--- config.mk ---
export PLATFORM = sky130hd
export DESIGN_NAME = shift_seq16
export DESIGN_NICKNAME = d
export VERILOG_FILES = /design/src/rtl/shift_seq16.sv
export SDC_FILE = /design/constraint.sdc
export NUM_CORES = 1
export LEC_CHECK = 0
export ABC_AREA = 1
export BUFFER_PORTS_ARGS = -buffer_cell sky130_fd_sc_hd__buf_4
export CORE_ASPECT_RATIO = 2
export CORE_MARGIN = 2
export CORE_UTILIZATION = 45
export CTS_BUF_LIST = sky130_fd_sc_hd__clkbuf_16
export DETAILED_ROUTE_END_ITERATION = 16
export PLACE_DENSITY = 0.75
export SYNTH_ARGS = -nofsm -noshare
export SYNTH_HDL_FRONTEND = slang
export SYNTH_SLANG_ARGS = --single-unit
--- constraint.sdc ---
create_clock -name clk -period 1.3 [get_ports clk]
set_input_delay 0.325 -clock clk [delete_from_list [all_inputs] [get_ports clk]]
set_output_delay 0.325 -clock clk [all_outputs]
set_load 0.02 [all_outputs]
--- src/rtl/shift_seq16.sv ---
`default_nettype none
// ============================================================================
// Module      : shift_seq16
// Description : Sequential 16-bit shifter. A request (operand, direction,
//               amount, shift-in mode) is accepted in IDLE and carried out as
//               N single-position shifts, one per clock. The result is held in
//               DONE until the consumer accepts it.
// Ports       : clk, rst           - clock / synchronous active-high reset
//               in_valid/in_ready  - request handshake (ready only in IDLE)
//               in_val[15:0]       - operand
//               in_dir             - 1 = left (toward MSB), 0 = right
//               in_amt[3:0]        - shift amount 0..15
//               in_mode[1:0]       - 00 logical, 01 arith, 10 rotate, 11 ones
//               out_valid/out_ready- result handshake (valid only in DONE)
//               out_res[15:0]      - shifted result
//               out_last           - bit shifted out by the final step
// Revision    : 1.0 - initial release
// ============================================================================
module shift_seq16 (
  input  logic        clk,
  input  logic        rst,
  input  logic        in_valid,
  output logic        in_ready,
  input  logic [15:0] in_val,
  input  logic        in_dir,
  input  logic [3:0]  in_amt,
  input  logic [1:0]  in_mode,
  output logic        out_valid,
  input  logic        out_ready,
  output logic [15:0] out_res,
  output logic        out_last
);

  localparam logic [1:0] c_MODE_LOGIC = 2'b00;
  localparam logic [1:0] c_MODE_ARITH = 2'b01;
  localparam logic [1:0] c_MODE_ROT   = 2'b10;
  localparam logic [1:0] c_MODE_ONES  = 2'b11;

  typedef enum logic [1:0] {
    S_IDLE  = 2'd0,
    S_SHIFT = 2'd1,
    S_DONE  = 2'd2
  } state_t;

  state_t      r_state;
  state_t      w_state_nxt;
  logic [15:0] r_sh;
  logic        r_dir;
  logic [1:0]  r_mode;
  logic [3:0]  r_cnt;
  logic        r_last;

  logic        w_leave;
  logic        w_shin;
  logic [15:0] w_sh_nxt;

  // Bit leaving the register on this step depends only on direction.
  assign w_leave = r_dir ? r_sh[15] : r_sh[0];

  // Shift-in source. Arithmetic only replicates the sign on right shifts;
  // rotate feeds the leaving bit straight back into the vacated end.
  always_comb begin
    w_shin = 1'b0;
    case (r_mode)
      c_MODE_LOGIC: w_shin = 1'b0;
      c_MODE_ARITH: w_shin = r_dir ? 1'b0 : r_sh[15];
      c_MODE_ROT:   w_shin = w_leave;
      c_MODE_ONES:  w_shin = 1'b1;
      default:      w_shin = 1'b0;
    endcase
  end

  assign w_sh_nxt = r_dir ? {r_sh[14:0], w_shin} : {w_shin, r_sh[15:1]};

  // Next-state logic
  always_comb begin
    w_state_nxt = r_state;
    case (r_state)
      S_IDLE: begin
        if (in_valid) begin
          w_state_nxt = (in_amt != 4'd0) ? S_SHIFT : S_DONE;
        end
      end
      S_SHIFT: begin
        // Count still holds the pre-decrement value: 1 means last step.
        if (r_cnt == 4'd1) begin
          w_state_nxt = S_DONE;
        end
      end
      S_DONE: begin
        if (out_ready) begin
          w_state_nxt = S_IDLE;
        end
      end
      default: w_state_nxt = S_IDLE;
    endcase
  end

  // State and datapath registers
  always_ff @(posedge clk) begin
    if (rst) begin
      r_state <= S_IDLE;
      r_sh    <= 16'h0000;
      r_dir   <= 1'b0;
      r_mode  <= 2'b00;
      r_cnt   <= 4'd0;
      r_last  <= 1'b0;
    end else begin
      r_state <= w_state_nxt;
      case (r_state)
        S_IDLE: begin
          if (in_valid) begin
            r_sh   <= in_val;
            r_dir  <= in_dir;
            r_mode <= in_mode;
            r_cnt  <= in_amt;
            r_last <= 1'b0;
          end
        end
        S_SHIFT: begin
          r_sh   <= w_sh_nxt;
          r_last <= w_leave;
          r_cnt  <= r_cnt - 4'd1;
        end
        default: begin
          // DONE holds the result stable; nothing updates.
        end
      endcase
    end
  end

  assign in_ready  = (r_state == S_IDLE);
  assign out_valid = (r_state == S_DONE);
  assign out_res   = r_sh;
  assign out_last  = r_last;

endmodule
`default_nettype wire

Yosys cells after proc, flatten, opt, wreduce, memory -nomap -nowiden

Cells that the tools add are included.

Register bits: 26
Bits of input ports: 27
Output and inout bits: 19

Add/sub/neg operators: 1
Eq/ne operators: 9
Mux-type cells: 15
Reductions and logical operators: 7

Operators by type and width:

| cell                  | count |
|---|---|
| $mux W16              | 2 |
| $pmux W16 S2          | 1 |
| $mux W2               | 4 |
| $pmux W4 S2           | 1 |
| $eq A2 B2 Y1 const B  | 3 |
| $pmux W2 S3           | 1 |
| $eq A2 B1 Y1 const B  | 2 |
| $eq A4 B1 Y1 const B  | 1 |
| $logic_not A2 Y1      | 2 |
| $mux W4               | 1 |
| $ne A2 B2 Y1 const B  | 2 |
| $pmux W1 S4           | 1 |
| $reduce_and A2 Y1     | 2 |
| $reduce_bool A4 Y1    | 1 |
| $sub A4 B1 Y4 const B | 1 |
| $mux W1               | 3 |
| $reduce_and A3 Y1     | 1 |
| $ne A2 B1 Y1 const B  | 1 |
| $pmux W1 S2           | 1 |
| $reduce_bool A2 Y1    | 1 |

Depth between registers and ports, before layout

Depth after elaboration: 4
Gate-level depth with buffers: 8
Gate-level depth less buffers: 7

Least setup slack after synthesis

Ideal clock, no wire load.

Path type: register -> register
Start: register r_state[1]
End: register r_cnt[1]
Setup time: 0.117 ns
Arrival time: 0.956 ns
Slack: 0.227 ns
Stages on the path, launching flop included: 8
Path buffers: 1
Clock period less this slack: 1.073 ns
Cell sequence: dfxtp_1 -> inv_1 -> nand2_2 -> nand2_4 -> inv_4 -> buf_6 -> a211oi_2 -> nor2_1

Word-level cells in the longest chain between the ends: 3
Elaborated cells on any way between the ends: 6

Ends and longest elaborated chain:

| item                                                                | RTL line | text |
|---|---|---|
| start, declared                                                     | 45       | `state_t r_state;` |
| start signal, assigned                                              | 109      | `r_state <= w_state_nxt;` |
| $eq A2 B1 Y1 or $logic_not A2 Y1 (tied branches)                    | 110      | `case (r_state)` |
| $reduce_bool A2 Y1 (no source line) or $ne A2 B2 Y1 (tied branches) | n/a      |  |
| $reduce_and A2 Y1 (no source line)                                  | n/a      |  |
| end signal, assigned                                                | 116      | `r_cnt <= in_amt;` |
| end signal, assigned                                                | 123      | `r_cnt <= r_cnt - 4'd1;` |
| end, declared                                                       | 50       | `logic [3:0] r_cnt;` |

Several ways; a longest one is shown, not always the timed one.
A chain may end at the register's enable or synchronous reset.

Final worst setup path

Start: register r_state[1]
End: output out_valid

Word-level cells in the longest chain between the ends: 1

Ends and longest elaborated chain:

| item          | RTL line | text |
|---|---|---|
| $eq A2 B2 Y1  | 133      | `assign out_valid = (r_state == S_DONE);` |
| end, declared | 28       | `output logic out_valid,` |

No other way between the ends.

==> flow_summary.json <==
{
  "status": "finished, final reports clean",
  "final_nets": 277,
  "synthAdderAreaFrac_pct": 1.803,
  "syn_area_per_cell_um2": 6.903,
  "syn_area_um2": 1388,
  "num_antenna_cells": 0,
  "path_cells": "inv_2 > nor2_4 > buf_6",
  "min_period_over_period_pct": 98.45,
  "crit_fanout": 3,
  "drc": 0,
  "initial_core_util_pct": 47.15,
  "cp.buffers_inverters": 2,
  "synth_top_family_by_area": "compound AO/OA/AOI/OAI gates",
  "p_leak_uw": 0.0008352,
  "core_um2": 2943,
  "antenna_found_initial": 0,
  "syn_to_final_growth_pct": 33.54,
  "cp_data_required_time_ns": 0.98,
  "fmax_ghz": 0.7814,
  "maxSlewViolCount": 0,
  "grtUsageTotal_pct": 21.63,
  "synthArstFlopShare_pct": 0,
  "drtIter0Drc": 24,
  "yosys.area_share.simple_pct": 16.23,
  "crit_type": "flop to primary output",
  "synthTopCellsByArea": "dfxtp_1 (38%), a21oi_1 (16%), o21ai_0 (11%), nand2_1 (7.0%), inv_1 (4.9%)",
  "yosysWarnings": 0,
  "cts-buffers-inserted": 3,
  "wl_per_cell_um": 13.67,
  "yosysMostFrequentCell": "a21oi_1",
  "end_kind": "primary output",
  "grt_pass1_wl_um": 6009,
  "worst_clock_skew_ns": 0.004825,
  "min_delay_path_depth": 2,
  "syn_inst": 201,
  "syn-num-nets": 230,
  "grt_overflow": 0,
  "crit_start": "r_state[1]",
  "muxShareOfSynthArea_pct": 0,
  "ant_nets": 0,
  "power_uw": 2495,
  "synth_common_cells": "a21oi_1 (45), o21ai_0 (31), dfxtp_1 (26), nand2_1 (26), inv_1 (18)",
  "fin_crit_ns": 1.280,
  "yosysSeqAreaShare_pct": 37.51,
  "clock_path_buffers": 2,
  "yosys.area.top_type": "dfxtp_1",
  "die-area_um2": 3571,
  "chipWidth_um": 43.27,
  "vias": 1494,
  "synth-xor-area-share_pct": 0.6312,
  "reg2reg_from": "r_state[1]",
  "relSlewSlack_pct": 69.46,
  "ys_types": 21,
  "worst_pin_slew_ns": 0.4575,
  "synth_edf_count": 0,
  "grt_max_degree": 22,
  "cts_htree_levels": 1,
  "synth.ff_latch_count": 26,
  "setup_slack_ns": 0.02018,
  "dp_slack_ns": 0.1235,
  "postLayoutCoreUtil_pct": 62.97,
  "cts.clk_slew.worst_paths_ns": 0.07,
  "dp_hpwl_um": 2723,
  "timing.rr.end": "out_res[14]",
  "gp_congestion": 0.7888,
  "finalSetupViolCount": 0,
  "die_y_um": 82.53,
  "startpoint_type": "flop",
  "ir_drop_v": 0.0008211,
  "fin_tns_setup_ns": 0,
  "synth_top_cell_area_share_pct": 37.51,
  "wl_um": 3786,
  "critPathTopFamily": "flip-flops",
  "drv_cap": 0,
  "drive_gt1_share_pct": 26.32,
  "finalHoldViolations": 0,
  "hold_buffers": 0,
  "hold_path_class": "primary input to flop",
  "worstHoldEndpoint": "r_state[0]",
  "cpPeakStageDelay_ns": 0.35,
  "via_per_inst": 5.394,
  "cts_sinks": 26,
  "portBuffers": 45,
  "grt_pass1_vias": 1422,
  "first_pass_iters": 4,
  "insertion_delay_ns": 0.26,
  "p_per_area_nw_per_um2": 1346,
  "min_from": "rst",
  "cts_root_buf": "clkbuf_16",
  "cts_tree": "done",
  "synth_compound_area_share_pct": 32.73,
  "rrSetupSlack_ns": 0.13,
  "rr_worst_depth": 6,
  "critical-path-slowest-cell": "dfxtp_1",
  "synth_ff_type": "dfxtp_1",
  "io_pins": 46,
  "rows": 28,
  "arrival_ns": 0.95
}
-- worst register-to-register path, cell delays in order, from the launching register on --
cell     delay (ns)
dfxtp_1        0.35
inv_2          0.08
nand2_2        0.13
nand2_4        0.10
buf_4          0.17
o21ai_0        0.15
a21oi_1        0.07
-- cells in the final DEF (no fill, tap or decap), types with 2 or more instances in the layout --
cell       instances
buf_4             51
a21oi_1           45
o21ai_0           31
nand2_1           26
dfxtp_1           25
inv_1             17
nor2_1            16
o21ai_1            8
nand3_1            7
clkbuf_16          3
nand2_4            2
inv_4              2
o211ai_1           2
ha_1               2
-- per-layer routing --
layer  share of wire [%]  routed length [um]  vias to the layer above  GRT usage (%)
met3                 4.1                 156                        6          2.609
met4                 1.7                  63                        0          9.697
met2                  56                2133                       42          40.90
met1                  38                1432                      681          23.09
met5                   0                   0                        -              0
li1                    -                   -                      765              -
-- layout make-up --
type / instances / area (um2)
Tap cell: 30 / 37.54
Sequential cell: 26 / 521.8
Multi-Input combinational cell: 144 / 720.7
Clock inverter: 1 / 3.754
Fill cell: 296 / 1090
Clock buffer: 3 / 75.07
Timing Repair Buffer: 53 / 414.1
Inverter: 20 / 80.08
-- stage by stage --
| step | std cells | hold slack [ns] | instance area [um2] |
|---|---|---|---|
| after floorplan | 201 | 0.3941 | 1388 |
| after CTS | 277 | 0.2652 | 1842 |
| final | 277 | 0.2595 | 1853 |
| after global routing | 277 | 0.2740 | 1853 |
| after detailed placement | 273 | 0.4599 | 1759 |
| after global placement | 273 | 0.4437 | 1759 |
-- state kept, by name, indices dropped and copies added, names as in the netlist --
register	count
out_last	1
r_dir	1
out_res	16
r_state	2
r_mode	2
r_cnt	4
-- report_power, final --
part	leakage (uW)	total [uW]	internal, uW	switching, uW
Sequential	0.000216	1010	902	104
Combinational	0.000581	800	335	465
Clock	0.0000385	689	412	277
-- worst max-delay path by stage --
stage	to	slack, ns	depth (start not counted)
finish	out_valid	0.02	3
global route	out_valid	-0.009	3
CTS	out_valid	0.02	3
detailed placement	out_res[2]	0.12	6
global placement	out_res[13]	0.15	5
floorplan	r_cnt[1]	0.23	7
-- cells by family after synthesis --
logic type	Yosys count
AO/OA/AOI/OAI	88
XOR/XNOR	1
adder cells (fa/ha/maj)	2
buffers and inverters	31
flip-flops	26
AND/OR/NAND/NOR	53
-- what timing repair did --
| action | in CTS | in global routing |
|---|---|---|
| gates cloned | 0 | 0 |
| resized for setup | 2 | 4 |
| setup buffers | 0 | 0 |
| pin swaps | 0 | 1 |
| setup endpoints to repair | 1 | 4 |
(Power assumes the default switching activity.)
